[src/rtl/matmul_result_reader.sv]
// Readout engine for the 3x3 MAC array: snapshots nine accumulators
// and streams them row-major over a valid/ready handshake.
module matmul_result_reader #(
  parameter int DW = 8
) (
  input  logic            clk,
  input  logic            rst_n,
  input  logic            acc_done,
  input  logic [9*DW-1:0] acc_flat,
  output logic            clear_out,
  output logic [DW-1:0]   dout,
  output logic [1:0]      dout_row,
  output logic [1:0]      dout_col,
  output logic            dout_last,
  output logic            dout_valid,
  input  logic            dout_ready,
  output logic            busy,
  output logic            overrun
);

  typedef enum logic {IDLE, SEND} state_t;

  state_t          state_q;
  logic [9*DW-1:0] cap_q;
  logic [3:0]      idx_q;
  logic [3:0]      idx_d;
  logic [DW-1:0]   dout_q;
  logic [DW-1:0]   dout_d;
  logic [1:0]      row_q;
  logic [1:0]      col_q;
  logic            last_q;
  logic            valid_q;
  logic            clr_q;
  logic            ovr_q;
  logic            xfer;
  logic            fin;
  logic            take;

  assign xfer = (state_q == SEND) && dout_ready;
  assign fin  = xfer && (idx_q == 4'd8);
  // A strobe is accepted when idle or exactly on the final transfer.
  assign take = acc_done && ((state_q == IDLE) || fin);

  assign idx_d  = (idx_q == 4'd8) ? 4'd0 : idx_q + 4'd1;
  assign dout_d = cap_q[idx_d*DW +: DW];

  always_ff @(posedge clk) begin
    if (!rst_n) begin
      state_q <= IDLE;
      cap_q   <= '0;
      idx_q   <= '0;
      dout_q  <= '0;
      row_q   <= '0;
      col_q   <= '0;
      last_q  <= 1'b0;
      valid_q <= 1'b0;
      clr_q   <= 1'b0;
      ovr_q   <= 1'b0;
    end else begin
      clr_q <= take;
      if (acc_done && !take) ovr_q <= 1'b1;
      if (take) begin
        state_q <= SEND;
        cap_q   <= acc_flat;
        idx_q   <= '0;
        dout_q  <= acc_flat[DW-1:0];
        row_q   <= '0;
        col_q   <= '0;
        last_q  <= 1'b0;
        valid_q <= 1'b1;
      end else if (fin) begin
        state_q <= IDLE;
        idx_q   <= '0;
        last_q  <= 1'b0;
        valid_q <= 1'b0;
      end else if (xfer) begin
        idx_q  <= idx_d;
        dout_q <= dout_d;
        last_q <= (idx_d == 4'd8);
        if (col_q == 2'd2) begin
          col_q <= '0;
          row_q <= row_q + 2'd1;
        end else begin
          col_q <= col_q + 2'd1;
        end
      end
    end
  end

  assign clear_out  = clr_q;
  assign dout       = dout_q;
  assign dout_row   = row_q;
  assign dout_col   = col_q;
  assign dout_last  = last_q;
  assign dout_valid = valid_q;
  assign busy       = (state_q == SEND);
  assign overrun    = ovr_q;

endmodule
[config.mk]
export PLATFORM = sky130hd
export DESIGN_NAME = matmul_result_reader
export DESIGN_NICKNAME = d
export VERILOG_FILES = /design/src/rtl/matmul_result_reader.sv
export SDC_FILE = /design/constraint.sdc
export NUM_CORES = 1
export LEC_CHECK = 0
export BUFFER_PORTS_ARGS = -buffer_cell sky130_fd_sc_hd__buf_2
export CAP_MARGIN = 0
export CORE_MARGIN = 2
export CORE_UTILIZATION = 40
export DETAILED_ROUTE_END_ITERATION = 8
export GPL_TIMING_DRIVEN = 0
export PLACE_DENSITY = 0.68
export REMOVE_ABC_BUFFERS = 1
export SLEW_MARGIN = 0
export SYNTH_ARGS = -nofsm -noshare
export SYNTH_HDL_FRONTEND = slang
export SYNTH_SLANG_ARGS = --single-unit
[constraint.sdc]
create_clock -name clk -period 2.5 [get_ports clk]
set_clock_uncertainty 0.15 [all_clocks]
set_input_delay 0.25 -clock clk [delete_from_list [all_inputs] [get_ports clk]]
set_output_delay 0.25 -clock clk [all_outputs]
set_load 0.03 [all_outputs]
# Word level (Yosys, flattened, before mapping)
# Cells that the tools add are included.
dict set report classes {
  n_addsub 3
  eq_ne 4
  shift 1
  muxes 7
  bitwise 3
  n_reduce_logical 13
}
# operator n
set op_table {}
lappend op_table {{variable part select 72 x 8 -> 8 bit} 1}
lappend op_table {{two-way mux 8 bit} 3}
lappend op_table {{== test 4 bit (second input constant)} 2}
lappend op_table {{adder 2 x 1 -> 2 bit (second input constant)} 2}
lappend op_table {{adder 4 x 1 -> 4 bit (second input constant)} 1}
lappend op_table {{logical AND 1 bit} 4}
lappend op_table {{two-way mux 4 bit} 1}
lappend op_table {{AND reduction 2 bit} 2}
lappend op_table {{nonzero test 2 bit} 2}
lappend op_table {{inverter 1 bit} 3}
lappend op_table {{AND reduction 3 bit} 1}
lappend op_table {{OR reduction 3 bit} 1}
lappend op_table {{== test 2 bit (second input constant)} 1}
lappend op_table {{two-way mux 1 bit} 2}
lappend op_table {{two-way mux 2 bit} 1}
lappend op_table {{!= test 2 x 1 -> 1 bit (second input constant)} 1}
lappend op_table {{OR reduction 2 bit} 1}
lappend op_table {{logical NOT 1 bit} 1}
lappend op_table {{logical OR 1 bit} 1}
dict set report totals {
  ff_bits 92
  input_bits 76
  output_inout_bits 17
  elab_cells 40
}

# Depth between registers and ports, before layout
dict set report depth {
  depth_word 6
  mapped_depth 11
}

# Least setup slack after synthesis
# Ideal clock, no wire load.
dict set report synth_timing {
  kind {register to register}
  from {reg idx_q[0]}
  to {reg dout_q[6], in the netlist dout[6]}
  setup_ns 0.138
  arrival_ns 2.358
  required_ns 2.212
  slack_ns -0.146
  path_stages_with_launch 11
  path_buffers 3
  cell_sequence {dfxtp_1 -> buf_2 -> inv_1 -> ha_1 -> and3b_1 -> buf_4 -> nor2_8 -> buf_4 -> mux4_2 -> a22oi_1 -> o221ai_1}
}
dict set report synth_via {
  elab_chain_len 6
  word_cells_on_any_way 13
}
# element line_no
set synth_lines {}
lappend synth_lines {{start: declaration} 25} ;# logic [3:0] idx_q;
lappend synth_lines {{start signal: assignment} 77} ;# idx_q <= idx_d;
lappend synth_lines {{adder 4 x 1 -> 4 bit or == test 4 bit (tied branches)} {44, 40}}
lappend synth_lines {{two-way mux 4 bit or logical AND 1 bit (tied branches)} {44, 40}}
lappend synth_lines {{variable part select 72 x 8 -> 8 bit or logical OR 1 bit (tied branches)} {45, 42}}
lappend synth_lines {{two-way mux 8 bit or logical AND 1 bit (tied branches)} {76, 42}}
lappend synth_lines {{two-way mux 8 bit (tied with other cells)} 71} ;# end else if (fin) begin
lappend synth_lines {{two-way mux 8 bit or AND reduction 2 bit (tied branches)} n/a}
lappend synth_lines {{end signal: assignment} 66} ;# dout_q <= acc_flat[DW-1:0];
lappend synth_lines {{end signal: assignment} 78} ;# dout_q <= dout_d;
lappend synth_lines {{end: declaration} 27} ;# logic [DW-1:0] dout_q;
# Several ways; a longest one is shown, not always the timed one. The select of a mux whose other input is x is not followed.
# A chain may end at the register's enable or synchronous reset.

# Worst setup path after layout
# Same ends and word-level chain as after synthesis.

==> tab_implementation.tex <==
\begin{tabular}{lr}
\hline
Metric & Value \\
\hline
\multicolumn{2}{l}{\textbf{Outcome}} \\
Result of the run & finished, final reports clean \\
\multicolumn{2}{l}{\textbf{Timing}} \\
Max-slew violation count & 0 \\
Highest attainable clock frequency & 413.3 MHz \\
Final setup viols & 0 \\
Relative slew slack & 50.15\% \\
Fraction of the cycle the final worst path needs & 96.78\% \\
Worst-case setup margin in the final layout & 80.58 ps \\
Number of hold violations in the final report & 0 \\
Time the worst path needs with I/O delays and setup & 2419 ps \\
Actual transition at the worst max-transition pin & 747.7 ps \\
\multicolumn{2}{l}{\textbf{Power and ir drop}} \\
Largest voltage drop on the vdd net & 349.5 uV \\
Leakage power figure & 0.002229 uW \\
Power per cell area & 572.2 nW/um2 \\
\multicolumn{2}{l}{\textbf{Synth}} \\
Post-synth EDFFs & 0 \\
Top area cells in the synthesized netlist & sky130\_fd\_sc\_hd\_\_dfxtp\_1 (46\%), sky130\_fd\_sc\_hd\_\_nand2\_1 (14\%), sky130\_fd\_sc\_hd\_\_a21oi\_1 (10\%), sky130\_fd\_sc\_hd\_\_mux4\_2 (8.4\%), sky130\_fd\_sc\_hd\_\_clkbuf\_1 (2.0\%) \\
Post-Synthesis Cells & 471 \\
Post-synthesis cell area & 4025 um2 \\
Async set-or-reset flop fraction in the synthesized netlist & 0\% \\
Area share of the leading cell type in the synthesized netlist & 45.76\% \\
Unique masters post-synth & 42 \\
Yosys synthesis warning count & 0 \\
Synth Flop Type & sky130\_fd\_sc\_hd\_\_dfxtp\_1 \\
Syn Area/Cell & 8.546 um2 \\
Top cell type by total area after synthesis & sky130\_fd\_sc\_hd\_\_dfxtp\_1 \\
Flip-flop and latch count after synthesis & 92 \\
Fraction of the yosys area taken by sequential cells & 45.76\% \\
\multicolumn{2}{l}{\textbf{Layout}} \\
Area of the multi-input gates & 2066 um2 \\
Layout area overhead & 40.25\% \\
Final core utilization & 57.76\% \\
Sequential cell area in the final layout & 1851 um2 \\
Commonest cells after routing, fill and taps aside & sky130\_fd\_sc\_hd\_\_nand2\_1 (153), sky130\_fd\_sc\_hd\_\_buf\_2 (92), sky130\_fd\_sc\_hd\_\_dfxtp\_1 (89), sky130\_fd\_sc\_hd\_\_a21oi\_1 (83), sky130\_fd\_sc\_hd\_\_dlygate4sd3\_1 (65) \\
Most frequent standard cell in the layout excluding fill and tap cells & sky130\_fd\_sc\_hd\_\_nand2\_1 \\
Fillers & 917 \\
Number of nets in the layout & 698 \\
Final antenna diode count & 0 \\
Fraction of layout instances using a drive strength above 1 & 25.92\% \\
\multicolumn{2}{l}{\textbf{Floorplan}} \\
Y dimension of the die & 104.3 um \\
Starting utilization of the core area & 41.18\% \\
Die Span X & 104.3 um \\
Top-Level Pins & 93 \\
Core footprint & 9774 um2 \\
DIE AREA & 10,880 um2 \\
Core Rows & 36 \\
\multicolumn{2}{l}{\textbf{Drt}} \\
Detailed-router iteration count before antenna repair & 4 \\
Routed wire per std cell & 14.51 um \\
DRC violation total after the first TritonRoute iteration & 152 \\
Total detailed-routing wirelength & 11.00 mm \\
Detail Route Antenna Nets & 0 \\
Vias per cell & 5.051 \\
DRC violation count after routing & 0 \\
Detailed-route via count & 3,829 \\
\multicolumn{2}{l}{\textbf{Setup path}} \\
Slowest cell on the critical path & sky130\_fd\_sc\_hd\_\_mux4\_2 \\
Required arrival time at the worst endpoint & 2580 ps \\
Worst path bufs/invs & 2 \\
Crit path max-delay family & multiplexers \\
CP max FO & 6 \\
Data arrival time of the critical path & 2500 ps \\
Chain of cells forming the critical path & inv\_1 > ha\_4 > and3b\_2 > nor2\_8 > buf\_4 > mux4\_2 > a22oi\_1 > o221ai\_1 \\
Startpoint kind of the worst setup timing path & flop \\
Sort of element at the end of the critical path & flop \\
Delay of the slowest cell on the worst path & 490 ps \\
Worst setup path category & reg -> reg \\
\multicolumn{2}{l}{\textbf{GRT}} \\
Total track usage & 20.52\% \\
Pin count of the biggest net entering global routing & 46 \\
Via count of the first global-routing pass & 3,929 \\
GR Overflow Total & 0 \\
Wire length of the first global-routing pass & 18.26 mm \\
Initial antenna violation count & 0 \\
\multicolumn{2}{l}{\textbf{CTS}} \\
CTS buffer count & 9 \\
Maximum number of buffers from clock root to sink & 2 \\
Clock-pin slew reported for the worst setup and hold paths after clock tree synthesis & 90 ps \\
Root buffer selected by CTS & sky130\_fd\_sc\_hd\_\_clkbuf\_8 \\
TritonCTS clock tree & done \\
CTS sink count & 92 \\
Worst-Skew Late Latency & 360 ps \\
Deepest level of the CTS H-tree & 3 \\
\multicolumn{2}{l}{\textbf{Placement}} \\
Dpl ws & -605.2 ps \\
Final weighted congestion in routability-driven placement & 0.8014 \\
Count of input and output buffers & 92 \\
Final HPWL from detailed placement & 6.561 mm \\
\multicolumn{2}{l}{\textbf{Run}} \\
Number of violations of the max-capacitance limit & 0 \\
\multicolumn{2}{l}{\textbf{Worst hold path}} \\
Class of the tightest hold or removal check & in -> reg \\
\hline
\end{tabular}
## power breakdown
group | internal (uW) | total, uW | switching (uW)
Clock | 601 | 1140 | 538
Combinational | 249 | 508 | 259
Sequential | 1540 | 1580 | 41.1
## layout make-up
class / instances / share of cell area, %
clock buffer: 10 / 2.438
clock inverter: 6 / 1.684
inverter: 5 / 0.3546
multi-input combinational: 339 / 36.59
sequential: 92 / 32.78
tap: 133 / 2.948
timing repair buffer: 173 / 23.20
## metrics by stage
step                total power, uW  TNS, ps  cells  cell area [um2]  hold slack, ps
floorplan                      1856  -101430    435             3859           220.7
global placement               1998  -199830    660             4486           288.7
detailed placement             2020   -20100    663             4572           294.7
CTS                            3244        0    754             5560           9.817
global route                   3377   -28.33    758             5645           19.80
finish                         3231        0    758             5645           18.04
## path summary, 6_finish.rpt
check / startpoint / endpoint / slack, ps / depth (start not counted)
setup / recovery: idx_q[0]$_SDFFE_PP0N_ / dout[6]$_SDFFE_PN0P_ / 80 / 8
hold / removal: acc_flat[7] / cap_q[7]$_SDFFE_PN0P_ / 20 / 3
setup reg to reg: idx_q[0]$_SDFFE_PP0N_ / dout[6]$_SDFFE_PN0P_ / 80 / 8
hold reg to reg: cap_q[53]$_SDFFE_PN0P_ / cap_q[53]$_SDFFE_PN0P_ / 310 / 2
## worst register-to-register path: cells and delay by family (launching register included)
kind / cells / cell delay, ps
buffers and inverters: 2 / 240
AND/OR/NAND/NOR: 2 / 440
multiplexers: 1 / 490
adder cells (fa/ha/maj): 1 / 200
flip-flops: 1 / 380
AO/OA/AOI/OAI: 2 / 390
## logic make-up after synthesis
kind of cell / share of synthesized area (%)
AO/OA/AOI/OAI: 18.84
XOR/XNOR: 0.4353
adder cells (fa/ha/maj): 0.6216
buffers and inverters: 4.600
flip-flops: 45.76
multiplexers: 9.046
AND/OR/NAND/NOR: 20.70
## routing by layer
metal	track usage, %	share of wire [%]	vias up
met2	35.81	50	113
met1	24.82	43	1783
met5	0	0	-
met4	6.081	1.5	0
li1	-	-	1918
met3	5.201	6.0	15
## Yosys cell counts (7+ instances only)
cell,instances
sky130_fd_sc_hd__nand2_1,153
sky130_fd_sc_hd__dfxtp_1,92
sky130_fd_sc_hd__a21oi_1,83
sky130_fd_sc_hd__clkbuf_1,21
sky130_fd_sc_hd__mux4_2,15
sky130_fd_sc_hd__nand3_1,14
sky130_fd_sc_hd__nor2_1,14
sky130_fd_sc_hd__o21ai_0,8
sky130_fd_sc_hd__a22oi_1,7
sky130_fd_sc_hd__buf_2,7
## flip-flops by register name (all words and copies together), names as in the netlist
name / count
dout_last: 1
dout_col: 2
dout: 8
dout_row: 2
overrun: 1
clear_out: 1
cap_q: 72
dout_valid: 1
idx_q: 4
## what timing repair did
item / in CTS / in global routing
gates cloned: 1 / 1
pin swaps: 4 / 3
setup endpoints to repair: 90 / 44
hold buffers: 65 / 0
endpoints found under the hold margin: 65 / 0
setup buffers: 9 / 3
resized for setup: 6 / 9
(Power assumes the default switching activity.)
